<file path="config.mk">
export PLATFORM = sky130hd
export DESIGN_NAME = uart_rx_frame_ctrl
export DESIGN_NICKNAME = d
export VERILOG_FILES = /design/src/rtl/uart_rx_frame_ctrl.sv
export SDC_FILE = /design/constraint.sdc
export NUM_CORES = 1
export LEC_CHECK = 0
export ABC_AREA = 1
export CAP_MARGIN = 20
export CORE_UTILIZATION = 25
export CTS_BUF_LIST = sky130_fd_sc_hd__clkbuf_4 sky130_fd_sc_hd__clkbuf_8 sky130_fd_sc_hd__clkbuf_16
export CTS_CLUSTER_SIZE = 14
export DETAILED_ROUTE_END_ITERATION = 12
export PLACE_DENSITY = 0.53
export SLEW_MARGIN = 10
export SYNTH_ARGS = -nofsm -noshare
export SYNTH_HDL_FRONTEND = slang
export SYNTH_SLANG_ARGS = --single-unit
</file>
<file path="constraint.sdc">
create_clock -name CLK -period 1.9 [get_ports CLK]
set_input_delay 0.38 -clock CLK [delete_from_list [all_inputs] [get_ports CLK]]
set_output_delay 0.38 -clock CLK [all_outputs]
set_load 0.005 [all_outputs]
</file>
<file path="src/rtl/uart_rx_frame_ctrl.sv">
// UART receive frame controller wrapped around an external data_sampling stage.
// Define RX_FRAME_ERR_CNT_EN to add the saturating err_cnt output.
module uart_rx_frame_ctrl #(
  parameter int DATA_WIDTH = 8
) (
  input  logic                  CLK,
  input  logic                  RST,
  input  logic                  RX_IN,
  input  logic [4:0]            prescale,
  input  logic                  PAR_EN,
  input  logic                  PAR_TYP,
  input  logic                  sampled_bit,
  output logic [4:0]            edge_cnt,
  output logic                  samp_en,
  output logic [DATA_WIDTH-1:0] P_DATA,
  output logic                  data_valid,
  output logic                  parity_error,
  output logic                  stop_error
`ifdef RX_FRAME_ERR_CNT_EN
  ,
  output logic [7:0]            err_cnt
`endif
);

  localparam int BIT_CNT_W = $clog2(DATA_WIDTH + 1);

  typedef enum logic [2:0] {
    IDLE,
    START,
    DATA,
    PARITY,
    STOP
  } state_t;

  state_t                state;
  logic [4:0]            prescale_lat;
  logic                  par_en_lat;
  logic                  par_typ_lat;
  logic                  par_mismatch;
  logic [BIT_CNT_W-1:0]  bit_cnt;
  logic [DATA_WIDTH-1:0] shift_reg;
  logic                  eob;

  assign eob     = (edge_cnt == prescale_lat);
  assign samp_en = (state != IDLE);

  // Frame configuration is frozen at start detection so mid-frame input changes cannot corrupt it.
  always_ff @(posedge CLK or negedge RST) begin
    if (!RST) begin
      state        <= IDLE;
      edge_cnt     <= '0;
      bit_cnt      <= '0;
      shift_reg    <= '0;
      P_DATA       <= '0;
      data_valid   <= 1'b0;
      parity_error <= 1'b0;
      stop_error   <= 1'b0;
      prescale_lat <= '0;
      par_en_lat   <= 1'b0;
      par_typ_lat  <= 1'b0;
      par_mismatch <= 1'b0;
`ifdef RX_FRAME_ERR_CNT_EN
      err_cnt      <= '0;
`endif
    end else begin
      data_valid   <= 1'b0;
      parity_error <= 1'b0;
      stop_error   <= 1'b0;

      if (state == IDLE || eob) begin
        edge_cnt <= '0;
      end else begin
        edge_cnt <= edge_cnt + 5'd1;
      end

      case (state)
        IDLE: begin
          if (!RX_IN) begin
            state        <= START;
            prescale_lat <= prescale;
            par_en_lat   <= PAR_EN;
            par_typ_lat  <= PAR_TYP;
            par_mismatch <= 1'b0;
          end
        end

        START: begin
          if (eob) begin
            if (sampled_bit) begin
              state <= IDLE;
            end else begin
              state   <= DATA;
              bit_cnt <= '0;
            end
          end
        end

        DATA: begin
          if (eob) begin
            shift_reg <= {sampled_bit, shift_reg[DATA_WIDTH-1:1]};
            bit_cnt   <= bit_cnt + BIT_CNT_W'(1);
            if (bit_cnt == BIT_CNT_W'(DATA_WIDTH - 1)) begin
              state <= par_en_lat ? PARITY : STOP;
            end
          end
        end

        PARITY: begin
          if (eob) begin
            par_mismatch <= (sampled_bit != ((^shift_reg) ^ par_typ_lat));
            state        <= STOP;
          end
        end

        STOP: begin
          if (eob) begin
            stop_error   <= ~sampled_bit;
            parity_error <= par_mismatch;
            if (sampled_bit && !par_mismatch) begin
              data_valid <= 1'b1;
              P_DATA     <= shift_reg;
            end
`ifdef RX_FRAME_ERR_CNT_EN
            if ((!sampled_bit || par_mismatch) && err_cnt != 8'hFF) begin
              err_cnt <= err_cnt + 8'd1;
            end
`endif
            state <= IDLE;
          end
        end

        default: state <= IDLE;
      endcase
    end
  end

endmodule
</file>
==> results.md <==
* Worst r2r src: state[1]
* Num ports at 28
* Worst-Skew Late Latency at 0.29 ns
* Fillers at 790
* Mapped Cells at 236
* Worst vdd ir at 0.3990 mV
* Post-synthesis compound-gate area fraction at 11.92%
* Initial antenna violation count at 0
* Worst Skew at 0.006918 ns
* Worst R2R Setup Slack at 0.35 ns
* Cell Pwr Density at 1336 nW/µm²
* Via Count at 1528
* Buffers and inverters on the worst path at 1
* Largest net degree at the start of global routing at 40
* Core area at 7727 µm²
* Crit path from: state[0]
* Total gr overflow at 0
* Simple-gate share of the synthesized area at 26.98%
* Clock buffer depth at 2
* CTS Hold Bufs at 0
* Die Y-Extent at 91.32 µm
* Final period utilization at 95.46%
* Critical-path maximum fanout at 5
* H-Tree Depth at 2
* Post-DR wirelength/cell at 10.24 µm
* DP HPWL at 2750 µm
* Fin. Hold Viols at 0
* Layout cell share with drive strength beyond 1 at 18.01%
* First-pass GRT wire length at 7141 µm
* Residual DRC count at 0
* Post-Synth XOR/XNOR Area at 3.074%
* Initial drt markers at 67
* MaxCap Viol Count at 0
* Startpoint Class: register
* Mapped Nets at 249
* WP data arrival at 1.43 ns
* TritonCTS clock tree: yes
* Seq/Total Area, Yosys at 48.93%
* 1st-pass router iterations at 4
* Min Tclk post-route at 1.814 ns
* Mux cell area share after synthesis at 0%
* Die ar. at 8338 µm²
* Most frequent cells in the layout: nand2_1, dfrtp_1, inv_1, clkdlybuf4s50_1, o21ai_2
* Cells along the critical path: nor2_2, nand2_2, clkdlybuf4s50_1
* Synth Warn # at 0
* IO buf count at 27
* Die X at 91.32 µm
* Worst setup path category: register to output pin
* Status: completed
* Setup TNS at 0 ns
* Starting Density at 25.81%
* Highest cell delay on the worst timing path at 0.46 ns
* Most common cell after layout, fill and taps aside: nand2_1
* Fin. max-slew vios at 0
* Final ANT Viol Nets at 0
* Synth Register Bits at 39
* Combinational family with the most area after synthesis: simple AND/OR/NAND/NOR gates
* Final Setup Violations at 0
* Hold Crit Class: primary input to asynchronous set/reset pin
* Mapped Area at 1994 µm²
* Overall Global Routing Usage at 10.70%
* Clk sinks at 39
* Worst slew margin at 65.47%
* Root Buffer: clkbuf_8
* Critical Path End Type: output pin
* Antenna cell count at 0
* Lkg Pwr at 0.001211 µW
* Inserted Clock Buffers at 5
* Final WL at 3829 µm
* Slew at the pin closest to its max-slew limit at 0.5180 ns
* CP max stage cell: clkdlybuf4s50_1
* Adder-Cell Fraction of Synth Area at 1.255%
* Family with the most delay on the worst path: buffers and inverters
* Row count at 32
* Max Clk Rate at 0.5514 GHz
* Overall Power at 3382 µW
* Vias in the first global route at 1542
* # placed instances at 365
* Layout area overhead at 26.91%
* Post-Layout Cell Count at 374
* Post-synthesis average cell area at 8.451 µm²
* Synth cell types at 27
* Reg clk slew, reported paths at 0.08 ns
* # nets final at 284
* Final GP Congestion at 0.7554
* Vias/cell at 4.086
* Worst Path Required at 1.52 ns
* RSZ-0062 raised after global routing: false
[area by class of cell]
type	instances	area (µm²)	area share [%]
Tap cell	102	127.6	5.042
Clock inverter	3	67.56	2.669
Sequential cell	39	975.9	38.56
Clock buffer	5	68.82	2.719
Timing Repair Buffer	31	295.3	11.67
Multi-Input combinational cell	161	867.1	34.26
Inverter	33	128.9	5.091
[path summary, 6_finish.rpt]
path / end / cells past startpoint
worst max-delay path: samp_en / 3
worst min-delay path: prescale_lat[4] / 2
worst max register to register: P_DATA[0] / 7
worst min register to register: P_DATA[5] / 2
max in group asynchronous: edge_cnt[0] / 2
min in group CLK: P_DATA[5] / 2
[per-layer routing]
layer  up-vias  part of all wire [%]  routed length [µm]  track usage [%]
li1        801                     -                   -                -
met1       707                    47                1795            13.76
met2        15                    49                1867            17.42
met3         5                   2.2                  84            2.010
met4         0                   2.1                  81            4.762
met5         -                     0                   0                0
[kinds of logic after synthesis]
logic type / after synthesis
flip-flops: 39
AND/OR/NAND/NOR: 121
XOR/XNOR: 7
buffers and inverters: 36
adder cells (fa/ha/maj): 2
AO/OA/AOI/OAI: 31
[what timing repair did]
| item | 4_1_cts | 5_1_grt |
|---|---|---|
| gates resized for setup | 0 | 2 |
| setup buffers | 1 | 0 |
| endpoints found under the setup margin | 1 | 1 |
[power by group]
group          leakage, µW  total (µW)  internal [µW]  switching, µW
clock            0.0000644         835            524            311
combinational     0.000633        1310            539            766
sequential        0.000514        1240           1050            196
[cell usage after synthesis]
library cell	n	area share, %
a21oi_1	1	0.25
a31oi_1	1	0.31
buf_2	1	0.25
buf_6	2	1.1
dfrtp_1	39	49
ha_1	2	1.3
inv_1	30	5.6
inv_2	2	0.38
inv_6	1	0.44
nand2_1	80	15
nand2_2	5	1.6
nand2_4	2	1.1
nand3_1	11	2.8
nand3_4	1	0.88
nor2_1	15	2.8
nor2_2	1	0.31
nor2_4	1	0.56
nor3_1	2	0.50
nor3_2	2	1.0
nor3b_1	1	0.38
o21ai_0	8	2.0
o21ai_2	17	7.5
o22ai_1	2	0.63
o22ai_2	1	0.63
o31ai_2	1	0.63
xnor2_1	4	1.8
xor2_1	3	1.3
[worst register-to-register path, delay by kind of cell (launching register included)]
| kind | cells | cell delay, ns |
|---|---|---|
| AND/OR/NAND/NOR | 4 | 0.71 |
| flip-flops | 1 | 0.40 |
| buffers and inverters | 2 | 0.29 |
| AO/OA/AOI/OAI | 1 | 0.05 |
[stage by stage]
stage	utilization (%)	setup WS (ns)	hold slack, ns	instance area, µm²
6_report	32.76	0.08633	0.1345	2531
4_1_cts	32.69	0.01117	0.1550	2526
5_1_grt	32.76	0.02375	0.1674	2531
3_5_place_dp	30.83	0.2314	0.4775	2382
3_3_place_gp	30.83	0.2308	0.4740	2382
2_1_floorplan	-	0.5229	0.08441	1994
No activity file was read; power rests on OpenSTA's default activity.
==> RTL edit: new RTL, config.mk and constraints unchanged <==
Add a define of `RX_FRAME_ERR_CNT_EN`.
--- a/src/rtl/uart_rx_frame_ctrl.sv
+++ b/src/rtl/uart_rx_frame_ctrl.sv
@@ -1,5 +1,7 @@
 // UART receive frame controller wrapped around an external data_sampling stage.
 // Define RX_FRAME_ERR_CNT_EN to add the saturating err_cnt output.
+`define RX_FRAME_ERR_CNT_EN
+
 module uart_rx_frame_ctrl #(
   parameter int DATA_WIDTH = 8
 ) (
Check against the original RTL (old outputs only; new: err_cnt): equivalent (equiv_simple and equiv_induct, registers matched by name and starting in step).
==> RTL edit against the unedited design <==
- via count rose by 27%
- sequential cell count rose by 8
- area after synthesis rose by 21%
- final cell count rose by 25%
- total power rose by 6.7%
- fmax rose by 0.24%
- sequential share of layout area barely moved
- routed wire length rose by 26%
- non-clock buffer count rose by 9
- first-iteration DRC count rose by 79%
- cell area rose by 20%
- critical path depth did not move
- register-to-register slack got worse by 0.03 ns
- worst setup slack improved by 0.0044 ns
- critical path type unchanged
==> RTL edit: results (changes against the unedited design) <==
multi-input logic area 1080 um^2 (+24%); final WL 4840 um (+26%); Clock-cell share 3.41% (-2.0 points); post-synth net total 306 (+23%); met3 wire len 135 um (+61%); Non-clk invs 35 (+6.1%); #MultiIn Comb 207 (+29%); #FFs+latches synth 47 (+21%); Post-Synth XOR/XNOR Area 4.72% (+1.6 points); first-pass GRT wire length 8350 um (+17%); Final nets 350 (+23%); DP Area 2930 um^2 (+23%); largest net degree at the start of global routing 48 (+20%); sequential share of cell area 38.6% (about the same); GRT met2 Usage 17.4% (-0.038 points); status completed; IO Port Bufs 35 (+30%); area delta synth->final 26.5%; gr usage total 10.5% (-0.22 points); Seq/Total Area, Yosys 48.8% (-0.15 points); Routed met2 length 2210 um (+19%); Fillers 1038 (+31%); Post-synth top cells nand2_1 (105), dfrtp_1 (47), inv_1 (30), nand3_1 (17), nor2_1 (17); Signal buffers 40 (+29%); Peak VDD IR 0.378 mV (-5.2%); DR vias/cell 4.15 (+1.6%); share of layout cells above drive strength 1 13.4% (-4.7 points); clock buffer count 8 (+3); Vias 1934 (+27%); clock skew 0.00335 ns (-0.00357 ns); post-cts sizing count 1 (+1); post-synthesis adder-cell area fraction 1.56% (+0.30 points)
==> RTL edit: cell count changes after synthesis, moves of 4 or more <==
cell and change:
nand3_1 +6, nand4_1 +6, nand2_2 -4, o21ai_1 +6, dfrtp_1 +8, xor2_1 +5
o21ai_2 -4, nand2_1 +25
==> RTL edit: final timing paths <==
check / start / endpoint / slack, ns / cells past startpoint
worst max-delay path: state[1] / samp_en / 0.09 / 3
worst min-delay path: RST / prescale_lat[2] / 0.05 / 2
worst max register to register: err_cnt[1] / err_cnt[2] / 0.32 / 9
worst min register to register: P_DATA[3] / P_DATA[3] / 0.49 / 2
max in group asynchronous: RST / shift_reg[5] / 1.62 / 2
min in group CLK: P_DATA[3] / P_DATA[3] / 0.49 / 2
==> RTL edit: power by group <==
part / switching, mW / internal, mW
sequential: 0.212 / 1.24
clock: 0.328 / 0.347
combinational: 0.867 / 0.617
